`src/rtl/fb_arbiter.sv`:
```
// fb_arbiter: single-port framebuffer RAM arbiter; display reads always win over writer access.
// Build option FB_WR_FIFO_EN adds a 4-entry {addr,data} write FIFO between writer and RAM.
module fb_arbiter #(
    parameter int unsigned FB_DEPTH = 19200,
    parameter int unsigned ADDR_W   = 15
) (
    input  logic              clk_25,
    input  logic              reset_n,
    input  logic              disp_req,
    input  logic [ADDR_W-1:0] disp_addr,
    output logic              disp_data,
    output logic              disp_valid,
    input  logic              wr_req,
    input  logic [ADDR_W-1:0] wr_addr,
    input  logic              wr_data,
    output logic              wr_ack,
    output logic              wr_err,
    output logic              wr_pending,
    output logic [ADDR_W-1:0] ram_addr,
    output logic              ram_we,
    output logic              ram_wdata,
    input  logic              ram_rdata
);

    localparam logic [ADDR_W:0] DepthLim = (ADDR_W + 1)'(FB_DEPTH);

    typedef enum logic [0:0] {StIdle, StAck} wr_state_e;

    wr_state_e         state_q, state_d;
    logic              err_q, err_d;
    logic              run_q;
    logic              disp_valid_q, disp_oor_q;
    logic              disp_in_range, wr_in_range;
    logic              ack_c, ram_we_c, ram_wdata_c;
    logic [ADDR_W-1:0] ram_addr_c;

    assign disp_in_range = {1'b0, disp_addr} < DepthLim;
    assign wr_in_range   = {1'b0, wr_addr} < DepthLim;

`ifdef FB_WR_FIFO_EN
    localparam int unsigned FifoDepth = 4;

    logic [ADDR_W-1:0]    fifo_addr_q [FifoDepth];
    logic [FifoDepth-1:0] fifo_data_q;
    logic [1:0]           rd_ptr_q, wr_ptr_q;
    logic [2:0]           count_q;
    logic                 push, pop, fifo_full;

    assign fifo_full = (count_q == 3'd4);
`endif

    always_comb begin
        state_d     = state_q;
        err_d       = err_q;
        ack_c       = 1'b0;
        ram_we_c    = 1'b0;
        ram_wdata_c = 1'b0;
        ram_addr_c  = '0;
`ifdef FB_WR_FIFO_EN
        push        = 1'b0;
        pop         = 1'b0;
`endif
        if (disp_req) begin
            ram_addr_c = disp_in_range ? disp_addr : '0;
        end

        case (state_q)
            StIdle: begin
`ifdef FB_WR_FIFO_EN
                // Out-of-range writes are acked with wr_err but never enqueued.
                if (wr_req && !fifo_full) begin
                    state_d = StAck;
                    err_d   = !wr_in_range;
                    push    = wr_in_range;
                end
`else
                // run_q keeps the first cycle after reset free of RAM writes.
                if (wr_req && !disp_req && run_q) begin
                    state_d = StAck;
                    err_d   = !wr_in_range;
                    if (wr_in_range) begin
                        ram_we_c    = 1'b1;
                        ram_addr_c  = wr_addr;
                        ram_wdata_c = wr_data;
                    end
                end
`endif
            end
            StAck: begin
                state_d = StIdle;
                ack_c   = 1'b1;
            end
            default: state_d = StIdle;
        endcase

`ifdef FB_WR_FIFO_EN
        if (!disp_req && (count_q != 3'd0) && run_q) begin
            pop         = 1'b1;
            ram_we_c    = 1'b1;
            ram_addr_c  = fifo_addr_q[rd_ptr_q];
            ram_wdata_c = fifo_data_q[rd_ptr_q];
        end
`endif
    end

    always_ff @(posedge clk_25 or negedge reset_n) begin
        if (!reset_n) begin
            state_q      <= StIdle;
            err_q        <= 1'b0;
            run_q        <= 1'b0;
            disp_valid_q <= 1'b0;
            disp_oor_q   <= 1'b0;
        end else begin
            state_q      <= state_d;
            err_q        <= err_d;
            run_q        <= 1'b1;
            disp_valid_q <= disp_req;
            disp_oor_q   <= disp_req & ~disp_in_range;
        end
    end

`ifdef FB_WR_FIFO_EN
    always_ff @(posedge clk_25 or negedge reset_n) begin
        if (!reset_n) begin
            wr_ptr_q <= 2'd0;
            rd_ptr_q <= 2'd0;
            count_q  <= 3'd0;
        end else begin
            if (push) wr_ptr_q <= wr_ptr_q + 2'd1;
            if (pop)  rd_ptr_q <= rd_ptr_q + 2'd1;
            count_q <= count_q + {2'b00, push} - {2'b00, pop};
        end
    end

    // Payload storage needs no reset; count_q/pointers define validity.
    always_ff @(posedge clk_25) begin
        if (push) begin
            fifo_addr_q[wr_ptr_q] <= wr_addr;
            fifo_data_q[wr_ptr_q] <= wr_data;
        end
    end

    assign wr_pending = reset_n & (count_q != 3'd0);
`else
    assign wr_pending = 1'b0;
`endif

    // Reset gates the combinational RAM port so every output reads 0 while reset_n=0.
    assign ram_we     = reset_n & ram_we_c;
    assign ram_wdata  = reset_n & ram_wdata_c;
    assign ram_addr   = reset_n ? ram_addr_c : '0;
    assign wr_ack     = reset_n & ack_c;
    assign wr_err     = reset_n & ack_c & err_q;
    assign disp_valid = disp_valid_q;
    assign disp_data  = disp_valid_q & ~disp_oor_q & ram_rdata;

endmodule

```
`config.mk`:
```
export PLATFORM = sky130hd
export DESIGN_NAME = fb_arbiter
export DESIGN_NICKNAME = d
export VERILOG_FILES = /design/src/rtl/fb_arbiter.sv
export SDC_FILE = /design/constraint.sdc
export NUM_CORES = 1
export LEC_CHECK = 0
export BUFFER_PORTS_ARGS = -buffer_cell sky130_fd_sc_hd__buf_2
export CAP_MARGIN = 10
export CORE_MARGIN = 1
export CORE_UTILIZATION = 31
export DETAILED_ROUTE_END_ITERATION = 8
export PLACE_DENSITY = 0.82
export SYNTH_ARGS = -nofsm -noshare
export SYNTH_HDL_FRONTEND = slang
export SYNTH_SLANG_ARGS = --single-unit
```
`constraint.sdc`:
```
create_clock -name clk_25 -period 1.15 [get_ports clk_25]
set_input_delay 0.0575 -clock clk_25 [delete_from_list [all_inputs] [get_ports clk_25]]
set_output_delay 0.0575 -clock clk_25 [all_outputs]
set_load 0.01 [all_outputs]
```
# Word-level counts from Yosys, hierarchy flattened
# Index checks and enable logic that the tools add are counted.
totals:
  output_inout_bits: 22
  wordCells: 37
  regBits: 5
  input_bits: 36
classes:
  reduce_logical: 5
  bitwise_logic: 10
  mux: 15
  order_cmp: 2
op_table:
  columns: ["operator", "n"]
  rows:
  - ["$mux W15", 6]
  - ["$lt A15 B15 Y1 const B", 2]
  - ["$mux W1", 8]
  - ["$and A1 B1 Y1", 7]
  - ["$not A1 Y1", 3]
  - ["$logic_and A1 B1 Y1", 2]
  - ["$logic_not A1 Y1", 2]
  - ["$pmux W1 S2", 1]
  - ["$reduce_and A2 Y1", 1]

# Logic depth before layout (Yosys ltp)
# Gate-level depths: netlist of run 1.
depth:
  word_depth: 7
  depth_mapped: 5
  depth_no_buf: 5

# Worst setup path before layout of run 1
# OpenSTA, ideal clock, no wires.
synth_path:
  path_type: "reg-to-output"
  startpoint: "register state_q"
  endpoint: "output port ram_addr[10]"
  arrival_time_ps: 1183
  setup_slack_ps: -90
  path_stages_with_launch: 6
  path_buffers: 0
  t_required_ps: 1092
  cell_sequence: "dfrtp_1 nand4bb_4 clkinv_4 o2111ai_4 inv_4 a22o_1"
synth_via:
  elab_chain_cells: 2
synth_rtl:
  columns: ["item", "line", "text"]
  rows:
  - ["from (decl)", "29", "wr_state_e state_q, state_d;"]
  - ["from (signal assigned)", "108", "state_q <= StIdle;"]
  - ["from (signal assigned)", "114", "state_q <= state_d;"]
  - ["$mux W15", "67", "case (state_q)"]
  - ["$mux W15", "151", "assign ram_addr = reset_n ? ram_addr_c : '0;"]
  - ["to (decl)", "19", "output logic [ADDR_W-1:0] ram_addr,"]
# No other way between the ends.

# Worst setup path in the final report of run 1
layout_path:
  startpoint: "register state_q"
  endpoint: "output port ram_addr[14]"
# The elaborated chain is that of the path after synthesis.

==> flow_summary.yaml, run 1 <==
setup_path:
  reg2reg_slack_ns: -0.15
  crit_slowest_cell: "dfrtp_1"
  worstSetupPathType: "flop to output pin"
  critPathMaxStageDelay_ns: 0.37
  reg2regPathDepth: 5
  required_ns: 1.09
  r2r-start: "state_q$_DFF_PN0_"
  crit_end: "ram_addr[14]"
  arrival_ns: 1.52
  cp-end-kind: "output pin"
  crit_chain: "nand4bb_4, buf_4, a2111oi_4, o221a_1, buf_2"
  worstSetupStartpointType: "flop"
  critPathLaunch: "state_q$_DFF_PN0_"
  crit_fanout: 3
  r2r_end: "err_q$_DFFE_PN0P_"
yosys:
  ys_types: 29
  ys_seq_area_frac: 0.2227
  ys.flop_type: "dfrtp_1"
  yosysMostFrequentCell: "a22o_1"
  synthCells: 58
  syn_nets: 94
  yosysWarnings: 0
  synth_largest_area_cell: "dfrtp_1"
  ys_ff_latch: 5
  syn_avg_cell_area_um2: 9.686
  synth_common_cells: "8 x a22o_1, 5 x a2bb2oi_1, 5 x dfrtp_1, 5 x o2111ai_1, 4 x nand2_1"
  synth.top_cell.area_share: 0.2227
  ys_async_sr_fraction: 1.000
  synth_edf_count: 0
  synth_area_um2: 561.8
  synthTopCellsByArea: "dfrtp_1 22%, a22o_1 12%, a2bb2oi_1 7.8%"
power:
  intPower_uw: 466.1
  power_frac_comb: 0.408
  power_density_nw_per_um2: 657.4
  p_clk_frac: 0.301
  leakage_nw: 0.5537
  vdd_drop_max_mv: 0.5844
  pwr-share-seq: 0.291
  p_sw_frac: 0.3132
  p_sw_uw: 212.5
final_layout:
  layout-drive-gt1-share: 0.6241
  multiInputGateArea_um2: 417.9
  seqCellArea_um2: 125.1
  fill_cells: 153
  syn_to_final_growth_pct: 83.74
  finalNetCount: 170
  fin_cells: 158
  n_antenna_cell: 0
sta:
  tns_ns: -6.577
  fin_skew_ns: 0.005558
  max_freq_mhz: 633.3
  min_period_ns: 1.579
  worst-slew-pin-transition_ns: 0.5131
  worst_slack_ns: -0.4289
  fin_crit_sh: 1.373
  setup-violations-final: 18
  grt_setup_unrepaired: "yes"
  hold_violations: 0
  slew-limit-headroom: 0.6564
  slew_violations: 0
route:
  viasPerCell: 5.032
  wl_um: 1942
  drc: 0
  dr.pass1.iters: 4
  vias: 795
  drt_iter0_drc: 11
  routedWlPerCell_um: 12.29
  postRouteAntennaNets: 0
floorplanning:
  io_pins: 58
  initial_core_util: 0.3289
  die_w_um: 44.57
  core-area_um2: 1708
  dieArea_um2: 1986
  fp.dieH_um: 44.57
  rows: 15
clock_tree:
  htreeDepth: 1
  cts_sinks: 5
  clkLatencyLatePin_ns: 0.24
  cts_root_buf: "clkbuf_4"
  cts_buffer_depth: 2
  cts_tree: "built"
  cts-buffers-inserted: 3
  cts.clk_slew.worst_paths_ns: 0.05
placed_design:
  dpl.hpwl_um: 1570
  place_inst: 149
  io_buffers: 56
  gp_congestion: 0.8569
grt:
  grt_pass1_vias: 678
  grt_start_max_net_pins: 11
  grt_overflow_total: 0
  grt_usage: 0.1904
  grt_pass1_wl_um: 2808
  antenna_found_initial: 0
hold_path:
  hold_class: "primary input to flop"
run_status:
  outcome: "finished, violations left"
  violations: "setup timing"
run:
  max_cap_violations: 0
==> sequential cells by signal, summed over array words and instances, names as in the netlist <==
register,flops
disp_oor_q,1
disp_valid,1
err_q,1
run_q,1
state_q,1
==> power by group through the flow <==
stage	clock network (mW)	registers, mW	logic (mW)
after floorplan	0	0.199	0.109
after global placement	0	0.200	0.254
after detailed placement	0	0.200	0.261
after CTS	0.209	0.197	0.268
after global routing	0.229	0.198	0.300
final	0.204	0.197	0.277
==> area by class of cell <==
| cell class | count | area share |
|---|---|---|
| multi-input cells | 48 | 0.4048 |
| well taps | 25 | 0.03030 |
| clock buffers | 4 | 0.02545 |
| repair buffers | 73 | 0.4000 |
| inverters | 3 | 0.01818 |
| flip-flops and latches | 5 | 0.1212 |
==> placed cells by master (no fill, tap or decap), drive strengths merged, types with 3 or more instances in the layout <==
master    n
a22o      8
a2bb2oi   5
and2      3
buf      71
clkbuf    4
dfrtp     5
nand2     4
o2111ai   6
==> layer usage <==
metal | wire length, µm | track usage | share of wire | up-vias
met5 | 0 | 0 | 0 | -
met4 | 0 | 0.06667 | 0 | 0
met3 | 142 | 0.04898 | 0.073 | 0
met2 | 959 | 0.3088 | 0.49 | 32
met1 | 840 | 0.2438 | 0.43 | 369
li1 | - | - | - | 394
==> repair_timing <==
action | CTS | global route
hold buffers | 1 | 1
buffers inserted | 2 | 2
endpoints found under the setup margin | 18 | 18
pin swaps | 1 | 2
endpoints found under the hold margin | 6 | 1
resized for setup | 1 | 1
==> worst min path at each step <==
stage	from	to	slack, ns	cells after the start
2_1_floorplan	reset_n	disp_oor_q$_DFF_PN0_	-0.24	0
4_1_cts	disp_req	disp_valid$_DFF_PN0_	-0.02	1
5_1_grt	disp_addr[14]	disp_oor_q$_DFF_PN0_	0.13	3
3_3_place_gp	reset_n	disp_oor_q$_DFF_PN0_	0.04	2
6_report	disp_addr[14]	disp_oor_q$_DFF_PN0_	0.11	3
3_5_place_dp	reset_n	disp_valid$_DFF_PN0_	0.06	2
==> per-stage QoR <==
| stage | setup WS [ns] | util | hold WS [ns] | instance area (µm²) | total power [mW] |
|---|---|---|---|---|---|
| after detailed placement | -0.1743 | 0.5568 | 0.05603 | 950.9 | 0.4611 |
| final | -0.4289 | 0.6044 | 0.1149 | 1032 | 0.6785 |
| after CTS | -0.4157 | 0.5868 | -0.01832 | 1002 | 0.6746 |
| after floorplan | -0.03764 | - | -0.2381 | 561.8 | 0.3088 |
| after global placement | -0.1168 | 0.5568 | 0.04177 | 950.9 | 0.4536 |
| after global routing | -0.5039 | 0.6044 | 0.1271 | 1032 | 0.7276 |
==> critical path: cells and delay by family (launching register included) <==
family | cells | cell delay, ns
AOI/OAI and AO/OA | 2 | 0.39
DFF | 1 | 0.37
buffers and inverters | 2 | 0.30
and+or+nand+nor | 1 | 0.22
==> cell families after synthesis <==
logic type | synth area share
AO/OA/AOI/OAI | 0.5479
AND/OR/NAND/NOR | 0.1604
flip-flops | 0.2227
buffers and inverters | 0.05568
other | 0.01337
No activity file was read; power rests on OpenSTA's default activity.
==> run 2, diff against run 1 <==
Settings changed: CORE_ASPECT_RATIO set to 0.75.
==> flow_summary.yaml, run 2 (synthesis gave the netlist of run 1 again) <==
final_layout:
  final_cell_mix: "54 x buf_2, 14 x buf_4, 8 x a22o_1"
  syn_to_final_growth_pct: 84.41
  fin_cells: 154
  multiInputGateArea_um2: 409.1
  seqCellArea_um2: 125.1
  finalNetCount: 170
  layout_commonest_cell: "buf_2"
  fill_cells: 140
  layout-drive-gt1-share: 0.6316
  n_antenna_cell: 0
setup_path:
  cp-end-kind: "output pin"
  worstSetupStartpointType: "flop"
  r2r-start: "state_q$_DFF_PN0_"
  arrival_ns: 1.52
  reg2reg_slack_ns: -0.15
  worstSetupPathType: "flop to output pin"
  reg2regPathDepth: 5
  crit_fanout: 10
  crit_end: "ram_addr[7]"
  r2r_end: "err_q$_DFFE_PN0P_"
  required_ns: 1.09
  critPathLaunch: "state_q$_DFF_PN0_"
run:
  max_cap_violations: 0
route:
  dr.pass1.iters: 4
  drc: 0
  postRouteAntennaNets: 0
  drt_iter0_drc: 14
  vias: 787
  wl_um: 2107
  routedWlPerCell_um: 13.68
  viasPerCell: 5.110
run_status:
  violations: "setup timing"
  outcome: "finished, violations left"
power:
  vdd_drop_max_mv: 0.8466
  leakage_nw: 0.5564
  power_density_nw_per_um2: 664.8
  p_total_uw: 688.8
floorplanning:
  fp.dieH_um: 38.87
  io_pins: 58
  core-area_um2: 1592
  initial_core_util: 0.3530
  dieArea_um2: 1988
  die_w_um: 51.16
  rows: 12
grt:
  grt_pass1_wl_um: 2980
  antenna_found_initial: 0
  grt_start_max_net_pins: 11
  use_met1: 0.2650
  use_met3: 0.06667
  top_usage_layer: "met2"
  grt_pass1_vias: 646
  grt_overflow_total: 0
  grt_usage: 0.2151
  use_met2: 0.3618
clock_tree:
  cts_root_buf: "clkbuf_4"
  cts_tree: "built"
  cts_sinks: 5
  clkLatencyLatePin_ns: 0.24
  cts-buffers-inserted: 3
  htreeDepth: 1
  cts.clk_slew.worst_paths_ns: 0.05
  cts_buffer_depth: 2
placed_design:
  place_inst: 146
  io_buffers: 56
  dp_slack_ns: -0.1726
  gp_congestion: 0.9152
  dpl.hpwl_um: 1742
sta:
  slew_violations: 0
  fin_crit_sh: 1.376
  tns_ns: -6.954
  max_freq_mhz: 631.9
  hold_violations: 0
  fin_skew_ns: 0.001407
  min_period_ns: 1.582
  worst_slack_ns: -0.4324
  setup-violations-final: 20
  grt_setup_unrepaired: "yes"
hold_path:
  hold_class: "primary input to flop"
  hold_path_startpoint: "disp_req"
[run 2: changes by cell type in the layout (fill, tap and decap cells not counted)]
cell / previous run / this run
buf_4: 15 / 14
a2111oi_4: 1 / 0
dlygate4sd3_1: 2 / 1
buf_6: 0 / 4
a2111oi_2: 1 / 2
buf_2: 56 / 54
and3_4: 0 / 1
and3_2: 1 / 0
[run 2: power breakdown]
group,switching [mW],internal (mW),total (mW),leakage [nW]
Combinational,0.135,0.148,0.283,0.480
Clock,0.0769,0.132,0.208,0.0150
Sequential,0.00688,0.190,0.197,0.0610
[run 2: final cells by class]
| class | instances | area share |
|---|---|---|
| Inverter | 3 | 0.01812 |
| Timing Repair Buffer | 73 | 0.4155 |
| Tap cell | 21 | 0.02536 |
| Sequential cell | 5 | 0.1208 |
| Clock buffer | 4 | 0.02536 |
| Multi-Input combinational cell | 48 | 0.3949 |
[run 2: worst min path at each step]
stage / cells past startpoint / slack, ns / end
2_1_floorplan: 0 / -0.24 / disp_oor_q$_DFF_PN0_
3_3_place_gp: 2 / 0.03 / err_q$_DFFE_PN0P_
3_5_place_dp: 2 / 0.05 / err_q$_DFFE_PN0P_
4_1_cts: 2 / 0.06 / disp_valid$_DFF_PN0_
5_1_grt: 2 / 0.06 / disp_valid$_DFF_PN0_
6_report: 2 / 0.07 / disp_valid$_DFF_PN0_
[run 2: repair_timing]
| action | in CTS | in global routing |
|---|---|---|
| resized for setup | 6 | 0 |
| pin swaps | 2 | 1 |
| endpoints found under the hold margin | 5 | 0 |
| endpoints found under the setup margin | 18 | 20 |
| setup buffers | 3 | 0 |
| hold buffers | 1 | 0 |
| cloned | 0 | 0 |
[run 2: worst max-delay path: stages, from the launching register on]
cell,delay (ns)
dfrtp_1,0.38
nand4bb_4,0.23
clkinv_4,0.09
o2111ai_4,0.16
inv_4,0.15
a22o_1,0.15
buf_2,0.13
[run 2: stage by stage]
step	hold WS (ns)	utilization	cell area, µm²
floorplan	-0.2381	-	561.8
global placement	0.02950	0.5991	953.4
detailed placement	0.04970	0.5991	953.4
CTS	0.06252	0.6509	1036
global route	0.05622	0.6509	1036
finish	0.06750	0.6509	1036
[run 2: layer usage]
layer / share of wire / wire length (µm)
met1: 0.43 / 902
met4: 0.0033 / 7
met3: 0.062 / 130
met5: 0 / 0
met2: 0.51 / 1066
==> run 3, diff against run 2 <==
Settings changed: BUFFER_PORTS_ARGS -buffer_cell sky130_fd_sc_hd__buf_2 to not set, CORE_AREA set to 2 2 39 41, CORE_ASPECT_RATIO 0.75 to not set, CORE_MARGIN 1 to not set, CORE_UTILIZATION 31 to not set, DIE_AREA set to 0 0 41 43, DONT_BUFFER_PORTS set to 1, PLACE_DENSITY 0.82 to 0.66.
==> flow_summary.yaml, run 3 (synthesis gave the netlist of run 1 again) <==
run_status:
  outcome: "finished, violations left"
  violations: "hold timing, setup timing"
sta:
  min_period_ns: 1.484
  max_freq_mhz: 673.9
  fin_crit_sh: 1.290
  setup-violations-final: 18
  holdWs_ns: -0.02456
  worst_slack_ns: -0.3339
  fin_skew_ns: 0.002821
  tns_ns: -5.234
  hold_violations: 1
  grt_setup_unrepaired: "yes"
  slew_violations: 0
power:
  p_total_uw: 546.6
  intPower_uw: 391.9
  pwr-share-seq: 0.363
  p_clk_frac: 0.371
  power_density_nw_per_um2: 800.1
  p_sw_uw: 154.7
  vdd_drop_max_mv: 0.8329
  p_sw_frac: 0.2830
  leakage_nw: 0.2780
  power_frac_comb: 0.267
final_layout:
  layout_commonest_cell: "buf_4"
  finalNetCount: 108
  fill_cells: 140
  final_cell_mix: "9 x buf_4, 8 x a22o_1, 5 x o2111ai_1, 5 x a2bb2oi_1, 5 x dfrtp_1"
  design_area_um2: 683.2
  n_antenna_cell: 0
  layout-drive-gt1-share: 0.2958
  syn_to_final_growth_pct: 21.60
  post-route-util: 0.4937
route:
  postRouteAntennaNets: 0
  routedWlPerCell_um: 16.22
  drc: 0
  wl_um: 1411
  drt_iter0_drc: 6
  dr.pass1.iters: 3
  viasPerCell: 6.460
  vias: 562
floorplanning:
  core-area_um2: 1384
  initial_core_util: 0.4060
  io_pins: 58
  rows: 14
  fp.dieH_um: 43
  die_w_um: 41
  dieArea_um2: 1763
setup_path:
  worstSetupPathType: "flop to output pin"
  arrival_ns: 1.43
  crit_fanout: 6
  cp-end-kind: "output pin"
  required_ns: 1.09
  worstSetupStartpointType: "flop"
grt:
  grt_pass1_wl_um: 2076
  grt_start_max_net_pins: 11
  grt_pass1_vias: 514
  grt_overflow_total: 0
  antenna_found_initial: 0
  grt_usage: 0.1709
placed_design:
  place_area_um2: 636.9
  dp_slack_ns: -0.08785
  gp_congestion: 0.7715
  dpl.hpwl_um: 1116
  io_buffers: 0
run:
  max_cap_violations: 0
clock_tree:
  cts_sinks: 5
  cts.clk_slew.worst_paths_ns: 0.04
  clkLatencyLatePin_ns: 0.24
  cts_buffer_depth: 2
  cts_tree: "built"
  cts-buffers-inserted: 3
  hold_buffers: 2
  cts_root_buf: "clkbuf_4"
  htreeDepth: 1
hold_path:
  hold_class: "primary input to flop"
## run 3: timing repair
action | in CTS | in global routing
endpoints found under the setup margin | 18 | 18
resized for setup | 1 | 0
cloned | 0 | 0
pin swaps | 0 | 0
setup buffers | 0 | 0
endpoints found under the hold margin | 7 | 1
## run 3: power groups by stage
stage | clock network (mW) | logic, mW | registers [mW]
floorplan | 0 | 0.109 | 0.199
global placement | 0 | 0.136 | 0.201
detailed placement | 0 | 0.137 | 0.200
CTS | 0.210 | 0.147 | 0.198
global route | 0.230 | 0.160 | 0.200
finish | 0.203 | 0.146 | 0.198
## run 3: path summary, 6_finish.rpt
path | startpoint | end | slack [ns] | cells past startpoint
max in group asynchronous | reset_n | state_q$_DFF_PN0_ | 0.85 | 1
hold / removal | disp_addr[14] | disp_oor_q$_DFF_PN0_ | -0.02 | 2
setup / recovery | state_q$_DFF_PN0_ | ram_addr[11] | -0.33 | 5
min in group asynchronous | reset_n | run_q$_DFF_PN0_ | 0.11 | 1
hold reg to reg | err_q$_DFFE_PN0P_ | err_q$_DFFE_PN0P_ | 0.48 | 1
setup reg to reg | state_q$_DFF_PN0_ | err_q$_DFFE_PN0P_ | -0.02 | 5
## run 3: critical path, stage by stage, from the launching register on
cell and delay, ns:
dfrtp_1 0.37, nand4bb_4 0.23, clkinv_4 0.09, o2111ai_4 0.15, a2bb2oi_1 0.21, buf_4 0.14
## run 3: metal layers
metal	share of wire	vias to the layer above	global-route usage
li1	-	265	-
met5	0	-	0
met2	0.49	28	0.2656
met3	0.11	0	0.07330
met4	0	0	0.04000
met1	0.40	269	0.2105
## run 3: area by class of cell
type                            count  area (µm²)  share of cell area
Timing Repair Buffer               11       87.58              0.1282
Sequential cell                     5       125.1              0.1832
Inverter                            3       18.77             0.02747
Tap cell                           16       20.02             0.02930
Multi-Input combinational cell     48       405.4              0.5934
Clock buffer                        4       26.28             0.03846
## run 3: stage by stage
stage | cells | hold WS, ns
3_3_place_gp | 81 | -0.2379
5_1_grt | 87 | -0.01190
6_report | 87 | -0.02456
3_5_place_dp | 81 | -0.2380
4_1_cts | 87 | -0.02801
2_1_floorplan | 58 | -0.2381
